### src/rtl/recip_pkg.sv
// Shared types and default widths for the reciprocal frequency counter stages.
package recip_pkg;

  localparam int unsigned SyncStagesDefault = 2;
  localparam int unsigned EdgeWDefault      = 16;
  localparam int unsigned TimeoutWDefault   = 32;

  typedef enum logic [1:0] {
    StIdle,
    StArm,
    StGate,
    StDone
  } gate_state_e;

endpackage

### src/rtl/recip_gate_gen_if.sv
// Control/status bundle between the measurement controller and the gate generator.
interface recip_gate_gen_if
  import recip_pkg::*;
#(
  parameter int unsigned EDGE_W    = EdgeWDefault,
  parameter int unsigned TIMEOUT_W = TimeoutWDefault
);

  logic                 start;
  logic [EDGE_W-1:0]    gate_edges;
  logic [TIMEOUT_W-1:0] timeout_cycles;
  logic                 sample_gate;
  logic                 busy;
  logic                 gate_done;
  logic [EDGE_W-1:0]    event_count;
  logic                 timeout_err;

  modport master (
    output start, gate_edges, timeout_cycles,
    input  sample_gate, busy, gate_done, event_count, timeout_err
  );

  modport slave (
    input  start, gate_edges, timeout_cycles,
    output sample_gate, busy, gate_done, event_count, timeout_err
  );

endinterface

### src/rtl/sync_edge_det.sv
// Multi-flop synchroniser for an asynchronous input followed by a rising-edge detector.
module sync_edge_det #(
  parameter int unsigned SYNC_STAGES = 2
) (
  input  logic clk_i,
  input  logic rst_i,
  input  logic async_i,
  output logic rise_o
);

  logic [SYNC_STAGES-1:0] sync_q;
  logic                   hist_q;

  always_ff @(posedge clk_i) begin
    if (rst_i) begin
      sync_q <= '0;
      hist_q <= 1'b0;
    end else begin
      sync_q <= {sync_q[SYNC_STAGES-2:0], async_i};
      hist_q <= sync_q[SYNC_STAGES-1];
    end
  end

  assign rise_o = sync_q[SYNC_STAGES-1] & ~hist_q;

endmodule

### src/rtl/recip_gate_gen.sv
// Opens and closes sample_gate on synchronised rising edges of sig_in, spanning a programmed
// number of signal periods, with an optional ref_clk-cycle timeout.
module recip_gate_gen
  import recip_pkg::*;
#(
  parameter int unsigned SYNC_STAGES = SyncStagesDefault,
  parameter int unsigned EDGE_W      = EdgeWDefault,
  parameter int unsigned TIMEOUT_W   = TimeoutWDefault
) (
  input  logic             ref_clk,
  input  logic             reset,
  input  logic             sig_in,
  recip_gate_gen_if.slave  gif
);

  gate_state_e          state_q, state_d;
  logic [EDGE_W-1:0]    n_q, n_d;
  logic [EDGE_W-1:0]    edge_cnt_q, edge_cnt_d;
  logic [EDGE_W-1:0]    event_count_q, event_count_d;
  logic [TIMEOUT_W-1:0] t_q, t_d;
  logic [TIMEOUT_W-1:0] to_cnt_q, to_cnt_d;
  logic                 gate_q, gate_d;
  logic                 terr_q, terr_d;

  logic                 rise;
  logic [EDGE_W-1:0]    edge_next;
  logic [TIMEOUT_W-1:0] to_cnt_inc;
  logic                 timeout_hit;

  sync_edge_det #(
    .SYNC_STAGES(SYNC_STAGES)
  ) u_sync_edge_det (
    .clk_i  (ref_clk),
    .rst_i  (reset),
    .async_i(sig_in),
    .rise_o (rise)
  );

  assign edge_next   = edge_cnt_q + EDGE_W'(1);
  assign to_cnt_inc  = (&to_cnt_q) ? to_cnt_q : to_cnt_q + TIMEOUT_W'(1);
  assign timeout_hit = (t_q != '0) && (to_cnt_q == t_q - TIMEOUT_W'(1));

  always_comb begin
    state_d       = state_q;
    n_d           = n_q;
    edge_cnt_d    = edge_cnt_q;
    event_count_d = event_count_q;
    t_d           = t_q;
    to_cnt_d      = to_cnt_q;
    gate_d        = gate_q;
    terr_d        = terr_q;

    unique case (state_q)
      StIdle: begin
        if (gif.start) begin
          n_d      = (gif.gate_edges == '0) ? EDGE_W'(1) : gif.gate_edges;
          t_d      = gif.timeout_cycles;
          to_cnt_d = '0;
          terr_d   = 1'b0;
          state_d  = StArm;
        end
      end
      StArm: begin
        to_cnt_d = to_cnt_inc;
        if (timeout_hit) begin
          gate_d  = 1'b0;
          terr_d  = 1'b1;
          state_d = StIdle;
        end else if (rise) begin
          // The opening edge only aligns the gate; it is not counted as a period.
          gate_d     = 1'b1;
          edge_cnt_d = '0;
          state_d    = StGate;
        end
      end
      StGate: begin
        to_cnt_d = to_cnt_inc;
        // A closing edge coinciding with the timeout still completes the measurement.
        if (rise && (edge_next == n_q)) begin
          gate_d        = 1'b0;
          event_count_d = n_q;
          state_d       = StDone;
        end else if (timeout_hit) begin
          gate_d  = 1'b0;
          terr_d  = 1'b1;
          state_d = StIdle;
        end else if (rise) begin
          edge_cnt_d = edge_next;
        end
      end
      StDone: begin
        state_d = StIdle;
      end
      default: begin
        state_d = StIdle;
      end
    endcase
  end

  always_ff @(posedge ref_clk) begin
    if (reset) begin
      state_q       <= StIdle;
      n_q           <= '0;
      edge_cnt_q    <= '0;
      event_count_q <= '0;
      t_q           <= '0;
      to_cnt_q      <= '0;
      gate_q        <= 1'b0;
      terr_q        <= 1'b0;
    end else begin
      state_q       <= state_d;
      n_q           <= n_d;
      edge_cnt_q    <= edge_cnt_d;
      event_count_q <= event_count_d;
      t_q           <= t_d;
      to_cnt_q      <= to_cnt_d;
      gate_q        <= gate_d;
      terr_q        <= terr_d;
    end
  end

  assign gif.sample_gate = gate_q;
  assign gif.busy        = (state_q == StArm) || (state_q == StGate);
  assign gif.gate_done   = (state_q == StDone);
  assign gif.event_count = event_count_q;
  assign gif.timeout_err = terr_q;

endmodule
### src/flat_wrapper.sv
// flat-port wrapper written by rule: the top's interface ports become plain ports
module recip_gate_gen_flat import recip_pkg::*;
#(
  parameter int unsigned SYNC_STAGES = SyncStagesDefault,
  parameter int unsigned EDGE_W      = EdgeWDefault,
  parameter int unsigned TIMEOUT_W   = TimeoutWDefault
)
  (ref_clk, reset, sig_in, gif_start, gif_gate_edges, gif_timeout_cycles, gif_sample_gate, gif_busy, gif_gate_done, gif_event_count, gif_timeout_err);
  recip_gate_gen_if #(.EDGE_W(EDGE_W), .TIMEOUT_W(TIMEOUT_W)) gif_i ();
  input  logic ref_clk;
  input  logic reset;
  input  logic sig_in;
  input wire logic [$bits(gif_i.start)-1:0] gif_start;
  input wire logic [$bits(gif_i.gate_edges)-1:0] gif_gate_edges;
  input wire logic [$bits(gif_i.timeout_cycles)-1:0] gif_timeout_cycles;
  output wire logic [$bits(gif_i.sample_gate)-1:0] gif_sample_gate;
  output wire logic [$bits(gif_i.busy)-1:0] gif_busy;
  output wire logic [$bits(gif_i.gate_done)-1:0] gif_gate_done;
  output wire logic [$bits(gif_i.event_count)-1:0] gif_event_count;
  output wire logic [$bits(gif_i.timeout_err)-1:0] gif_timeout_err;
  assign gif_i.start = gif_start;
  assign gif_i.gate_edges = gif_gate_edges;
  assign gif_i.timeout_cycles = gif_timeout_cycles;
  assign gif_sample_gate = gif_i.sample_gate;
  assign gif_busy = gif_i.busy;
  assign gif_gate_done = gif_i.gate_done;
  assign gif_event_count = gif_i.event_count;
  assign gif_timeout_err = gif_i.timeout_err;
  recip_gate_gen #(.SYNC_STAGES(SYNC_STAGES), .EDGE_W(EDGE_W), .TIMEOUT_W(TIMEOUT_W)) u_core (.ref_clk(ref_clk), .reset(reset), .sig_in(sig_in), .gif(gif_i));
endmodule
### config.mk
export PLATFORM = sky130hd
export DESIGN_NAME = recip_gate_gen_flat
export DESIGN_NICKNAME = d
export VERILOG_FILES = /design/src/rtl/recip_pkg.sv /design/src/rtl/recip_gate_gen_if.sv /design/src/rtl/sync_edge_det.sv /design/src/rtl/recip_gate_gen.sv /design/src/flat_wrapper.sv
export SDC_FILE = /design/constraint.sdc
export NUM_CORES = 1
export LEC_CHECK = 0
export ABC_AREA = 1
export CAP_MARGIN = 5
export CORE_MARGIN = 10
export CORE_UTILIZATION = 48
export DETAILED_ROUTE_END_ITERATION = 7
export HOLD_SLACK_MARGIN = 0.03
export PLACE_DENSITY = 0.69
export SLEW_MARGIN = 15
export SYNTH_ARGS = -nofsm -noshare
export SYNTH_HDL_FRONTEND = slang
export SYNTH_HIERARCHICAL = 1
export SYNTH_SLANG_ARGS = --single-unit
### constraint.sdc
create_clock -name ref_clk -period 3.5 [get_ports ref_clk]
set_input_delay 0.525 -clock ref_clk [delete_from_list [all_inputs] [get_ports ref_clk]]
set_output_delay 0.525 -clock ref_clk [all_outputs]
set_load 0.01 [all_outputs]
==> qor.txt, run 1 <==
CTS tree - done
# Max-Cap Violations - 0
Setup Fix Bufs, Post-CTS - 0
clk_skew - 0.005794 ns
FMAX - 0.3382 GHz
Post-Route WL - 25,190 um
wire per inst - 16.08 um
Worst Hold Class - reg -> reg
Synth Cell Area - 7756 um2
worst reg2reg path depth - 18
pre-CTS setup slack - 0.5890 ns
Vias/cell - 5.309
crit start category - flip-flop
syn avg cell area - 6.088 um2
Comb power frac - 42.3%
first-pass GRT wire length - 39,980 um
#FFs+latches synth - 119
most used cell along the critical path - nand2_1
Layout area overhead - 18.86%
chip height - 147.1 um
Tot GR Track Use - 23.04%
synth unique cells - 37
DRC - 0
slowest library cell on the worst path - dfxtp_1
Die Wd - 147.1 um
CP Capture Type - flip-flop
outcome - complete, no violations
PnR worst setup slack - 0.5429 ns
CTS Sinks - 119
internal power - 0.003426 W
RR Endpoint - u_core/state_q[0]$_SDFFE_PP0P_
Worst EP arrival - 3.32 ns
Net Sw Frac - 44.19%
Worst Setup EP - u_core/state_q[0]$_SDFFE_PP0P_
final hold vios - 0
Max VDD drop - 0.3831 mV
setup violation total in the final timing report - 0
leakage - 3.825 nW
grt ovf - 0
RSZ-0062 raised after global routing - no
Fillers - 1,631
hold_buf cts - 0
post-synth net total - 1,335
Final period util - 84.49%
initial antenna violation count - 0
CTS buffer count - 17
Placed Cells incl. Taps - 1,534
crit path from - u_core/t_q[0]$_SDFFE_PP0P_
clock latency on the worst-skew pair - 0.43 ns
Ant. Diodes - 0
Post-Layout Cell Count - 1,566
drt pass-1 iters - 5
start of the worst register-to-register path - u_core/t_q[0]$_SDFFE_PP0P_
slew margin rel. - 53.16%
clock share of power - 28.7%
global placement routability congestion - 0.9854
Rows - 46
Max clock buf depth - 2
Critical Path RT - 3.86 ns
Sw Pwr - 0.002713 W
initial cell density of the core - 48.83%
fin nets - 1,398
Max FO, Critical Path - 11
Clk pin slew, worst setup/hold paths - 0.05 ns
# H-tree levels - 4
Worst path max stage delay - 0.31 ns
vias after detailed routing - 8,314
core area - 15,890 um2
DRT iter0 DRCs - 663
Worst-Margin Slew - 0.7018 ns
Setup TNS - 0 ns
PwrDens - 665.9 nW/um2
CP Class - reg -> reg
Post-Synthesis Cells - 1,274
Ports - 72
PortBufs - 71
post-route ant nets - 0
max-slew violations - 0
root buffer cell - clkbuf_16
post-synthesis sequential area ratio - 30.71%
R2R setup slack - 0.54 ns
Detailed Place HPWL - 19,590 um
Post-CTS Resized - 0
Final min period - 2.957 ns
register share of total power - 29.0%
die area - 21,640 um2
Synthesis Warnings - 6
critical path, cell by cell - inv_1 > ha_1 > nand2_4 > nor2_4 > nand2_1 > o21ai_0 > nand2_1 > nand2_1 > nand2_1 > nor2_1 > nand2_1 > nor2_1 > nand2_1 > nand2_1 > nand3_1 > nand2_1 > nand2_1 > nor2_1
layout cells sized above 1 - 5.778%
largest net degree at the start of global routing - 53
number of global-route vias before repair - 7,672
==> metrics by stage <==
| stage | total power [W] | utilization [%] | area [um2] | hold WS [ns] |
|---|---|---|---|---|
| 6_report | 0.006139 | 58.03 | 9219 | 0.4030 |
| 4_1_cts | 0.006130 | 58.03 | 9219 | 0.4062 |
| 5_1_grt | 0.006565 | 58.03 | 9219 | 0.4299 |
| 3_3_place_gp | 0.004328 | 54.33 | 8631 | 0.3909 |
| 3_5_place_dp | 0.004345 | 54.33 | 8631 | 0.3984 |
| 2_1_floorplan | 0.003635 | - | 7756 | 0.3883 |
==> cells in the final DEF (no fill, tap or decap), types with 17 or more instances in the layout <==
| master | n |
|---|---|
| nor2_1 | 218 |
| nand2_1 | 327 |
| o21ai_0 | 71 |
| nand3_1 | 69 |
| clkdlybuf4s50_1 | 70 |
| inv_1 | 150 |
| clkbuf_16 | 17 |
| nand4_1 | 29 |
| dfxtp_1 | 119 |
| nor3_1 | 32 |
| a21oi_1 | 76 |
| o21ai_1 | 18 |
| xor2_1 | 28 |
==> synthesized netlist by cell type (all sizes together) <==
cell	count	share of area (%)
nand2	337	17
nor2	232	12
inv	151	7.3
dfxtp	119	31
o21ai	90	5.9
a21oi	80	5.4
nand3	71	4.7
nor3	32	2.1
clkbuf	30	1.5
nand4	30	2.6
xor2	28	3.2
nand3b	13	1.3
nor4	13	1.0
xnor2	11	1.2
a211oi	9	0.87
ha	9	1.5
buf	8	0.95
a31oi	3	0.24
clkinv	2	0.097
o21bai	2	0.19
and2	1	0.081
and3	1	0.081
nor3b	1	0.097
or2	1	0.081
==> kinds of logic (layout without fill, tap and decap cells) <==
| family | count (synthesis) | in the layout | synth area share (%) |
|---|---|---|---|
| AO/OA/AOI/OAI | 184 | 184 | 12.52 |
| flip-flops | 119 | 119 | 30.71 |
| adder cells (fa/ha/maj) | 9 | 9 | 1.452 |
| XOR/XNOR | 39 | 39 | 4.404 |
| buffers and inverters | 191 | 267 | 9.840 |
| AND/OR/NAND/NOR | 732 | 732 | 41.07 |
==> power by group through the flow <==
stage / clock network (W) / logic, W / registers [W]
detailed placement: 0 / 0.00254 / 0.00180
global placement: 0 / 0.00253 / 0.00180
finish: 0.00176 / 0.00260 / 0.00178
CTS: 0.00179 / 0.00257 / 0.00177
global route: 0.00184 / 0.00292 / 0.00180
floorplan: 0 / 0.00192 / 0.00171
==> worst min path at each step <==
stage	start	endpoint	slack, ns	cells past startpoint
2_1_floorplan	u_core/u_sync_edge_det/sync_q[0]$_SDFF_PP0_	u_core/u_sync_edge_det/sync_q[1]$_SDFF_PP0_	0.39	2
3_3_place_gp	u_core/u_sync_edge_det/sync_q[0]$_SDFF_PP0_	u_core/u_sync_edge_det/sync_q[1]$_SDFF_PP0_	0.39	2
3_5_place_dp	u_core/u_sync_edge_det/sync_q[0]$_SDFF_PP0_	u_core/u_sync_edge_det/sync_q[1]$_SDFF_PP0_	0.40	2
4_1_cts	u_core/u_sync_edge_det/sync_q[0]$_SDFF_PP0_	u_core/u_sync_edge_det/sync_q[1]$_SDFF_PP0_	0.41	2
5_1_grt	u_core/u_sync_edge_det/sync_q[0]$_SDFF_PP0_	u_core/u_sync_edge_det/sync_q[1]$_SDFF_PP0_	0.43	2
6_report	u_core/u_sync_edge_det/sync_q[0]$_SDFF_PP0_	u_core/u_sync_edge_det/sync_q[1]$_SDFF_PP0_	0.40	2
==> worst max-delay path: cells and delay by family (launching register included) <==
kind,cells,cell delay (ns)
flip-flops,1,0.31
AO/OA/AOI/OAI,1,0.26
buffers and inverters,1,0.13
adder cells (fa/ha/maj),1,0.26
AND/OR/NAND/NOR,15,1.92
==> state kept, by name, summed over array words and instances, names as in the netlist <==
name and count:
u_core/state_q 2, u_core/gif.sample_gate 1, u_core/to_cnt_q 32, u_core/n_q 16, u_core/t_q 32, u_core/edge_cnt_q 16, u_core/u_sync_edge_det/hist_q 1, u_core/u_sync_edge_det/sync_q 2
u_core/gif.event_count 16, u_core/gif.timeout_err 1
==> final cells by class <==
type | instances | area [um2] | share of cell area, %
Multi-Input combinational cell | 964 | 4613 | 50.04
Sequential cell | 119 | 2382 | 25.84
Timing Repair Buffer | 82 | 788.3 | 8.550
Inverter | 153 | 576.8 | 6.257
Clock buffer | 18 | 439.2 | 4.764
Tap cell | 216 | 270.3 | 2.932
Clock inverter | 14 | 148.9 | 1.615
==> layer usage <==
layer  part of all wire [%]  track usage [%]
met5                      0                0
met4                    3.1            8.821
met3                    6.6            6.050
met2                     46            37.04
met1                     44            28.88
Note: power is estimated with default switching activity, not from simulation.
==> run 2: changes to the inputs <==
PLACE_DENSITY = 0.71   (was 0.69)
clock period = 2.6 ns   (was 3.5 ns; I/O delays follow)
==> qor.txt, run 2 (same netlist as run 1, synthesis figures left out) <==
outcome - complete, no violations
Critical Path RT - 2.89 ns (-0.97 ns)
largest net degree at the start of global routing - 47 (-11%)
Max VDD drop - 0.7060 mV (+84%)
DRT iter0 DRCs - 847 (+28%)
layout cells sized above 1 - 15.10% (+9.3 points)
final hold vios - 0 (unchanged)
CP Capture Type - flip-flop
Layout area overhead - 32.25%
clock share of power - 28.9% (+0.2 points)
vias after detailed routing - 8,862 (+6.6%)
wire per inst - 17.02 um (+5.8%)
multi-input logic area - 4821 um2 (+4.5%)
register share of total power - 24.2% (-4.8 points)
PnR worst setup slack - 0.01186 ns (-0.5311 ns)
FMAX - 0.3864 GHz (+14%)
Comb power frac - 46.9% (+4.6 points)
max-slew violations - 0 (unchanged)
CTS buffer count - 17 (unchanged)
Post-Layout Cell Count - 1,653 (+5.6%)
crit start category - flip-flop
commonest cells after routing, fill and taps aside - nand2_1 (317), nor2_1 (193), inv_1 (147), dfxtp_1 (115), buf_4 (89)
clock latency on the worst-skew pair - 0.42 ns (about the same)
DRC - 0 (unchanged)
register area - 2387 um2 (+0.21%)
Sw Pwr - 0.004083 W (+51%)
Worst-Margin Slew - 0.7020 ns (+0.0001302 ns)
Top Registers - u_core/t_q: 32 flops, u_core/to_cnt_q: 32 flops
hold path cells - 2 (unchanged)
core area - 15,890 um2 (unchanged)
Net Sw Frac - 41.74% (-2.5 points)
Die Wd - 147.1 um (unchanged)
fin nets - 1,486 (+6.3%)
Final period util - 99.54% (+15 points)
setup violation total in the final timing report - 0 (unchanged)
CTS Sinks - 119 (unchanged)
Fillers - 1,505 (-7.7%)
leakage - 4.352 nW (+14%)
drt pass-1 iters - 5 (unchanged)
Rows - 46 (unchanged)
global placement routability congestion - 1.016 (+3.1%)
first-pass GRT wire length - 43,190 um (+8.0%)
Post-Route WL - 28,130 um (+12%)
initial antenna violation count - 0 (unchanged)
Ports - 72 (unchanged)
commonest non-fill, non-tap cell in the layout - nand2_1
Clk pin slew, worst setup/hold paths - 0.06 ns (about the same)
Tot Pwr - 0.009782 W (+59%)
slew margin rel. - 52.77% (-0.39 points)
hold_buf cts - 0 (unchanged)
clk_skew - 0.009140 ns (+0.003346 ns)
initial cell density of the core - 48.83% (unchanged)
root buffer cell - clkbuf_16
chip height - 147.1 um (unchanged)
Max clock buf depth - 2 (unchanged)
pre-CTS setup slack - -0.1468 ns (-0.7358 ns)
# H-tree levels - 4 (unchanged)
Max FO, Critical Path - 7 (-4)
PortBufs - 71 (unchanged)
CTS tree - done
Placed Cells incl. Taps - 1,596 (+4.0%)
worst reg2reg path depth - 21 (+3)
DP Area - 9134 um2 (+5.8%)
grt ovf - 0 (unchanged)
Detailed Place HPWL - 21,800 um (+11%)
Vias/cell - 5.361 (+0.98%)
Worst Hold Class - reg -> reg
die area - 21,640 um2 (unchanged)
number of global-route vias before repair - 8,112 (+5.7%)
Tot GR Track Use - 24.98% (+1.9 points)
CP Class - reg -> reg
# Max-Cap Violations - 0 (unchanged)
RSZ-0062 raised after global routing - yes
Final min period - 2.588 ns (-0.3689 ns)
PwrDens - 953.7 nW/um2 (+43%)
Worst EP arrival - 2.87 ns (-0.45 ns)
final instance area - 10,260 um2 (+11%)
post-route ant nets - 0 (unchanged)
Ant. Diodes - 0 (unchanged)
internal power - 0.005700 W (+66%)
## run 2: cell count changes in the layout (fill, tap and decap cells not counted), sizes merged
cell / previous run / this run
clkinv: 7 / 3
clkinvlp: 4 / 2
inv: 154 / 155
clkbuf: 18 / 17
nand2: 337 / 339
bufinv: 2 / 7
buf: 12 / 98
## run 2: final timing paths
check | slack (ns) | start | endpoint
max reg2reg | 0.01 | u_core/t_q[2]$_SDFFE_PP0P_ | u_core/edge_cnt_q[4]$_SDFFE_PP0P_
min reg2reg | 0.40 | u_core/u_sync_edge_det/sync_q[0]$_SDFF_PP0_ | u_core/u_sync_edge_det/sync_q[1]$_SDFF_PP0_
min | 0.40 | u_core/u_sync_edge_det/sync_q[0]$_SDFF_PP0_ | u_core/u_sync_edge_det/sync_q[1]$_SDFF_PP0_
max | 0.01 | u_core/t_q[2]$_SDFFE_PP0P_ | u_core/edge_cnt_q[4]$_SDFFE_PP0P_
## run 2: metrics by stage
stage,TNS (ns),util (%),hold WS [ns]
2_1_floorplan,0,-,0.3883
3_3_place_gp,-1.877,57.50,0.3962
3_5_place_dp,-1.750,57.50,0.3978
4_1_cts,-0.02487,62.26,0.4067
5_1_grt,-2.006,64.57,0.4182
6_report,0,64.57,0.4016
## run 2: critical path, cell delays in order, from the launching register on
cell and delay (ns):
dfxtp_2 0.33, buf_4 0.14, nor2_4 0.13, nand2_4 0.10
nor2_4 0.15, buf_12 0.13, buf_12 0.10, nand2_4 0.07
nor2_4 0.09, nand2_1 0.07, nand2_1 0.06, nand2_1 0.05
nor2_1 0.10, nand2_1 0.07, nor2_2 0.17, nand3_2 0.16
nand2_2 0.14, inv_4 0.07, nand2_4 0.12, nand2_1 0.06
o21ai_1 0.07, nor2_1 0.05
## run 2: final cells by class
type                       count  area share [%]
clock buffer                  17           4.147
timing repair buffer         168           14.70
multi-input combinational    966           47.00
clock inverter                14           2.623
inverter                     153           5.623
sequential                   119           23.27
tap                          216           2.635
## run 2: power groups by stage
| stage | Clock [W] | Combinational, W | Sequential (W) |
|---|---|---|---|
| after floorplan | 0 | 0.00258 | 0.00231 |
| after global placement | 0 | 0.00402 | 0.00238 |
| after detailed placement | 0 | 0.00402 | 0.00239 |
| after CTS | 0.00287 | 0.00413 | 0.00235 |
| after global routing | 0.00294 | 0.00504 | 0.00239 |
| final | 0.00282 | 0.00459 | 0.00237 |
## run 2: metal layers
metal  GRT usage, %  share of wire (%)  vias to the layer above
met1          32.65                 44                     4088
met5              0                  0                        -
met4          7.433                2.2                        0
met3          5.098                6.8                       52
li1               -                  -                     4396
met2          40.55                 47                      326
## run 2: timing repair
action | CTS | global route
cloned | 1 | 1
gates resized for setup | 8 | 59
pin swaps | 4 | 20
endpoints found under the setup margin | 19 | 41
buffers inserted | 3 | 21
==> run 3: changes to the inputs <==
HOLD_SLACK_MARGIN = default   (was 0.03)
==> results of run 3 <==
Final layout, timing and power as in run 2 (identical DEF).
